==> src/rtl/hilo_mac_unit.sv <==
// hilo_mac_unit
//   Multi-cycle multiply / multiply-accumulate engine that owns the architectural
//   HI/LO register pair. A radix-2 shift-add datapath produces one multiplier bit
//   per cycle. Control stalls the pipeline while busy=1.
//
// Ports
//   clk     rising-edge clock
//   rst     synchronous, active-high reset (aborts any operation, clears HI/LO)
//   start   one-cycle request, sampled only in IDLE
//   op      000 MUL  001 MULT  010 MULTU  011 MADD  100 MADDU  101 MTHI  110 MTLO
//           (111 is ignored)
//   a, b    operands (rs, rt); MTHI/MTLO use a only
//   busy    high from the cycle after an accepted multiply start until done
//   done    one-cycle pulse; hi/lo already hold the new value in that cycle
//   hi, lo  architectural HI/LO
//   result  LO value of the last completed multiply, for MUL writeback
//
// Handshake: start is accepted on a rising edge only while the FSM is IDLE
//   (including the cycle in which done=1). Starts seen while busy are dropped.
//
// Configuration
//   EARLY_TERM_EN  when defined, CALC exits as soon as the remaining multiplier
//                  bits are zero; ACC realigns the product so results match the
//                  fixed-latency build exactly.

module hilo_mac_unit #(
  parameter int WIDTH = 32,
  parameter int CNT_W = 6
) (
  input  logic             clk,
  input  logic             rst,
  input  logic             start,
  input  logic [2:0]       op,
  input  logic [WIDTH-1:0] a,
  input  logic [WIDTH-1:0] b,
  output logic             busy,
  output logic             done,
  output logic [WIDTH-1:0] hi,
  output logic [WIDTH-1:0] lo,
  output logic [WIDTH-1:0] result
);

  localparam logic [2:0] OP_MUL   = 3'b000;
  localparam logic [2:0] OP_MULT  = 3'b001;
  localparam logic [2:0] OP_MULTU = 3'b010;
  localparam logic [2:0] OP_MADD  = 3'b011;
  localparam logic [2:0] OP_MADDU = 3'b100;
  localparam logic [2:0] OP_MTHI  = 3'b101;
  localparam logic [2:0] OP_MTLO  = 3'b110;

  localparam logic [CNT_W-1:0] LAST_CNT = CNT_W'(WIDTH - 1);

  typedef enum logic [1:0] {
    S_IDLE = 2'd0,
    S_CALC = 2'd1,
    S_ACC  = 2'd2
  } state_t;

  state_t             state;
  logic [WIDTH-1:0]   mcand;
  logic [WIDTH-1:0]   mplier;
  logic [2*WIDTH-1:0] prod;
  logic [CNT_W-1:0]   cnt;
  logic               sign;
  logic [2:0]         op_q;

  // Operand conditioning at start: signed ops work on magnitudes.
  logic             in_signed;
  logic [WIDTH-1:0] a_mag;
  logic [WIDTH-1:0] b_mag;

  assign in_signed = (op == OP_MUL) || (op == OP_MULT) || (op == OP_MADD);
  assign a_mag     = (in_signed && a[WIDTH-1]) ? -a : a;
  assign b_mag     = (in_signed && b[WIDTH-1]) ? -b : b;

  // One shift-add step: add multiplicand into the upper half (keeping the
  // carry), then shift the whole product right by one.
  logic [WIDTH:0]     add_sum;
  logic [2*WIDTH-1:0] prod_next;
  logic               calc_exit;

  assign add_sum   = {1'b0, prod[2*WIDTH-1:WIDTH]} +
                     (mplier[0] ? {1'b0, mcand} : {(WIDTH+1){1'b0}});
  assign prod_next = {add_sum, prod[WIDTH-1:1]};

`ifdef EARLY_TERM_EN
  assign calc_exit = (cnt == LAST_CNT) || (mplier[WIDTH-1:1] == '0);
`else
  assign calc_exit = (cnt == LAST_CNT);
`endif

  // Final value: realign (early exit only), apply sign, optionally accumulate.
  logic [2*WIDTH-1:0] aligned;
  logic [2*WIDTH-1:0] signed_prod;
  logic [2*WIDTH-1:0] final_val;

`ifdef EARLY_TERM_EN
  // cnt holds the index of the last processed bit; the product still needs
  // one right shift per unprocessed bit.
  assign aligned = prod >> (LAST_CNT - cnt);
`else
  assign aligned = prod;
`endif

  assign signed_prod = sign ? -aligned : aligned;
  assign final_val   = ((op_q == OP_MADD) || (op_q == OP_MADDU)) ?
                       signed_prod + {hi, lo} : signed_prod;

  always_ff @(posedge clk) begin
    if (rst) begin
      state  <= S_IDLE;
      busy   <= 1'b0;
      done   <= 1'b0;
      hi     <= '0;
      lo     <= '0;
      result <= '0;
      mcand  <= '0;
      mplier <= '0;
      prod   <= '0;
      cnt    <= '0;
      sign   <= 1'b0;
      op_q   <= '0;
    end else begin
      done <= 1'b0;
      case (state)
        S_IDLE: begin
          if (start) begin
            case (op)
              OP_MTHI: begin
                hi   <= a;
                done <= 1'b1;
              end
              OP_MTLO: begin
                lo   <= a;
                done <= 1'b1;
              end
              OP_MUL, OP_MULT, OP_MULTU, OP_MADD, OP_MADDU: begin
                mcand  <= a_mag;
                mplier <= b_mag;
                sign   <= in_signed & (a[WIDTH-1] ^ b[WIDTH-1]);
                op_q   <= op;
                prod   <= '0;
                cnt    <= '0;
                busy   <= 1'b1;
                state  <= S_CALC;
              end
              default: ;
            endcase
          end
        end
        S_CALC: begin
          prod   <= prod_next;
          mplier <= mplier >> 1;
          if (calc_exit) begin
            state <= S_ACC;
          end else begin
            cnt <= cnt + 1'b1;
          end
        end
        S_ACC: begin
          hi     <= final_val[2*WIDTH-1:WIDTH];
          lo     <= final_val[WIDTH-1:0];
          result <= final_val[WIDTH-1:0];
          done   <= 1'b1;
          busy   <= 1'b0;
          state  <= S_IDLE;
        end
        default: state <= S_IDLE;
      endcase
    end
  end

endmodule

==> config.mk <==
export PLATFORM = sky130hd
export DESIGN_NAME = hilo_mac_unit
export DESIGN_NICKNAME = d
export VERILOG_FILES = /design/src/rtl/hilo_mac_unit.sv
export SDC_FILE = /design/constraint.sdc
export NUM_CORES = 1
export LEC_CHECK = 0
export CORE_MARGIN = 4
export CORE_UTILIZATION = 60
export CTS_CLUSTER_SIZE = 14
export DETAILED_ROUTE_END_ITERATION = 12
export HOLD_SLACK_MARGIN = 0.06
export PLACE_DENSITY = 0.92
export SKIP_LAST_GASP = 1
export SLEW_MARGIN = 0
export SYNTH_ARGS = -nofsm -noshare
export SYNTH_HDL_FRONTEND = slang
export SYNTH_SLANG_ARGS = --single-unit
==> constraint.sdc <==
create_clock -name clk -period 9.8 [get_ports clk]
set_input_delay 1.47 -clock clk [delete_from_list [all_inputs] [get_ports clk]]
set_output_delay 1.47 -clock clk [all_outputs]
set_load 0.05 [all_outputs]
==> metrics.txt <==
Placer Congestion=1.06; slowest cell delay on critical path=620 ps; Post-CTS Setup Bufs=0; commonest non-fill, non-tap cell in the layout=nand2_1; Req. time, crit path=10260 ps; Fin. Hold Viols=0; final WL=60700 um; Pwr per Cell Area=119 nW/um2; crit path buf inv count=0; synthesized area=17400 um2; CTS sink cnt=238; htree depth=1; Period minus WS final=5740 ps; Final Max Tran Viols=0; Mapped Cells=2286; initial antenna violation count=0; Core Area=28700 um2; clock buffer depth=3; Lkg Pwr=8.19 nW; measured slew at the worst slew-check pin=1250 ps; setup TNS=0 ps; fraction of registers with async set/reset=0%; Worst-Skew Late Latency=570 ps; Worst Setup SP=aligned[15]; DRT antenna net count=0; # hold bufs at CTS=0; register area share after synthesis=27.4%; # setup viols final=0; Clock Skews=18.3 ps; synth unique cells=73; Crit path depth=18; DRC=0; share of cells above drive strength 1=4.11%; Worst Hold Class=reg -> reg; TritonCTS clock tree=yes; PortBufs=167; GRT Residual Overflow=0; peak supply drop=116 uV; CP Capture Type=flop; vias in the first global route=16900; FF+latch count, synth=238; Clk pin slew, worst setup/hold paths=60 ps; Root Driver=clkbuf_16; Layout area overhead=15.8%; crit-path most repeated cell=or3_1; synth warn=0; status=complete, no violations; post-route cell area=20200 um2; fin crit share=58.6%; fin cells=2771; hpwl dp=44600 um; most frequent cells in the layout=nand2_1, dfxtp_1, a21oi_1, nor2_1, clkdlybuf4s50_1; MaxCap Viol Count=0; n_diodes=0; CP Cell Sequence=or4_1 > nor4_1 > and4b_1 > nand3_1 > or3_1 > o31ai_1 > xnor2_1 > ha_1 > a21oi_1 > nor2_1 > a2111oi_0 > o21ai_0 > a221oi_1 > o21bai_1 > nor3_1 > xor2_1 > or3_1 > a31o_1; Starting Density=60.7%; R2R Setup Slk=4060 ps; Top FF cell, synth=dfxtp_1; GRT Total Usage=36.5%; total power=2.40 mW; die height=178 um; Worst EP arrival=6200 ps; I/O Pins=168; family with the most delay on the worst path=simple AND/OR/NAND/NOR gates; CTS Buf Count=27; area post-placement=19200 um2; CP Max Fanout=7; crit start category=flop; Iter 0 DRT Violations=2282; largest net degree at the start of global routing=72; R2R Path Start=aligned[15]; Reg-to-Reg End=hi[31]; Row Count=62; Final Util=70.3%; f_max=174 MHz; TritonRoute pass-1 iters=6; Crit Path Class=reg -> reg; R2R depth=18; max_slew headroom=16.2%; wire length per cell=21.9 um; Via-to-Cell Ratio=6.58; Setup crit end=hi[31]; Die Wd=178 um; first-pass GRT wire length=92800 um; unrepaired setup endpoints after global routing=false; Mapped Nets=2471; CP max stage cell=or4_1; Cell Count Post-Placement=2723; Final nets=2553; via count=18200; PostCTS Resize Cnt=0; number of flops mapped to enable cells by yosys=0; Post-Syn Area per Cell=7.62 um2; die area=31800 um2
-- registers in the layout (all words and copies together), names as in the netlist, 2 cells and up --
name,cells
mplier,32
result,32
hi,32
state,2
mcand,32
lo,32
aligned,64
op_q,3
cnt,6
-- per-layer routing --
metal	share of wire, %	wire length, um	global-route usage, %	vias up
met1	42	25300	50.5	8596
met5	0	0	0	-
li1	-	-	-	8478
met4	5.0	3050	16.3	0
met2	42	25600	54.9	1010
met3	11	6730	7.65	156
-- synth_stat cells (29+ instances only) --
cell type | number | area share (%)
clkbuf_1 | 115 | 2.5
xor2_1 | 60 | 3.0
dfxtp_1 | 238 | 27
a31oi_1 | 35 | 1.3
and2_1 | 46 | 1.7
o31ai_1 | 31 | 1.3
nor3_1 | 37 | 1.1
inv_1 | 42 | 0.90
or3_1 | 30 | 1.1
a21o_1 | 58 | 2.5
a22oi_1 | 29 | 1.2
nand3_1 | 33 | 0.95
xnor2_1 | 124 | 6.2
nand2_1 | 308 | 6.6
a21oi_1 | 209 | 6.0
ha_1 | 113 | 8.1
a22o_1 | 33 | 1.7
a211oi_1 | 53 | 2.3
nor2_1 | 194 | 4.2
o21ai_0 | 147 | 4.2
-- layout make-up --
class | instances | area, um2
inverter | 43 | 161
clock inverter | 14 | 173
timing repair buffer | 186 | 1810
sequential | 238 | 4770
multi-input combinational | 1872 | 12000
fill | 2319 | 8530
tap | 384 | 480
clock buffer | 34 | 752
-- through the flow --
step | setup WS (ps) | hold WS, ps
after detailed placement | 4230 | 451
after global placement | 4390 | 440
after CTS | 4160 | 459
final | 4060 | 458
after global routing | 3590 | 481
after floorplan | 4980 | 432
-- logic make-up (layout without fill, tap and decap cells) --
group,after synthesis,in the layout,share of synthesized area (%)
DFF,238,238,27.4
xor gates and xnor gates,184,184,9.25
muxes,23,23,1.33
AOI/OAI and AO/OA,775,775,29.2
adders and majority gates,115,115,8.35
and+or+nand+nor,775,775,20.7
buffers and inverters,176,277,3.81
-- worst reg2reg max path: stages (launching register included) --
cell and delay [ps]:
dfxtp_1 380, or4_1 620, nor4_1 410, and4b_1 440, nand3_1 220, or3_1 420, o31ai_1 300, xnor2_1 230
ha_1 280, a21oi_1 310, nor2_1 100, a2111oi_0 350, o21ai_0 200, a221oi_1 280, o21bai_1 110, nor3_1 260
xor2_1 120, or3_1 360, a31o_1 220
-- power by group --
| part | switching [mW] | leakage (nW) | internal (mW) |
|---|---|---|---|
| logic | 0.206 | 5.81 | 0.109 |
| clock network | 0.445 | 0.444 | 0.623 |
| registers | 0.0211 | 1.93 | 0.996 |
| total | 0.672 | 8.19 | 1.73 |
-- worst min-delay path by stage --
stage	start	to	cells past startpoint
2_1_floorplan	mcand[0]	mcand[0]	2
4_1_cts	mplier[24]	mplier[24]	2
3_3_place_gp	mcand[0]	mcand[0]	2
3_5_place_dp	busy	busy	2
6_report	mplier[24]	mplier[24]	2
5_1_grt	result[24]	result[24]	2
Power figures use the tool's default switching activity.
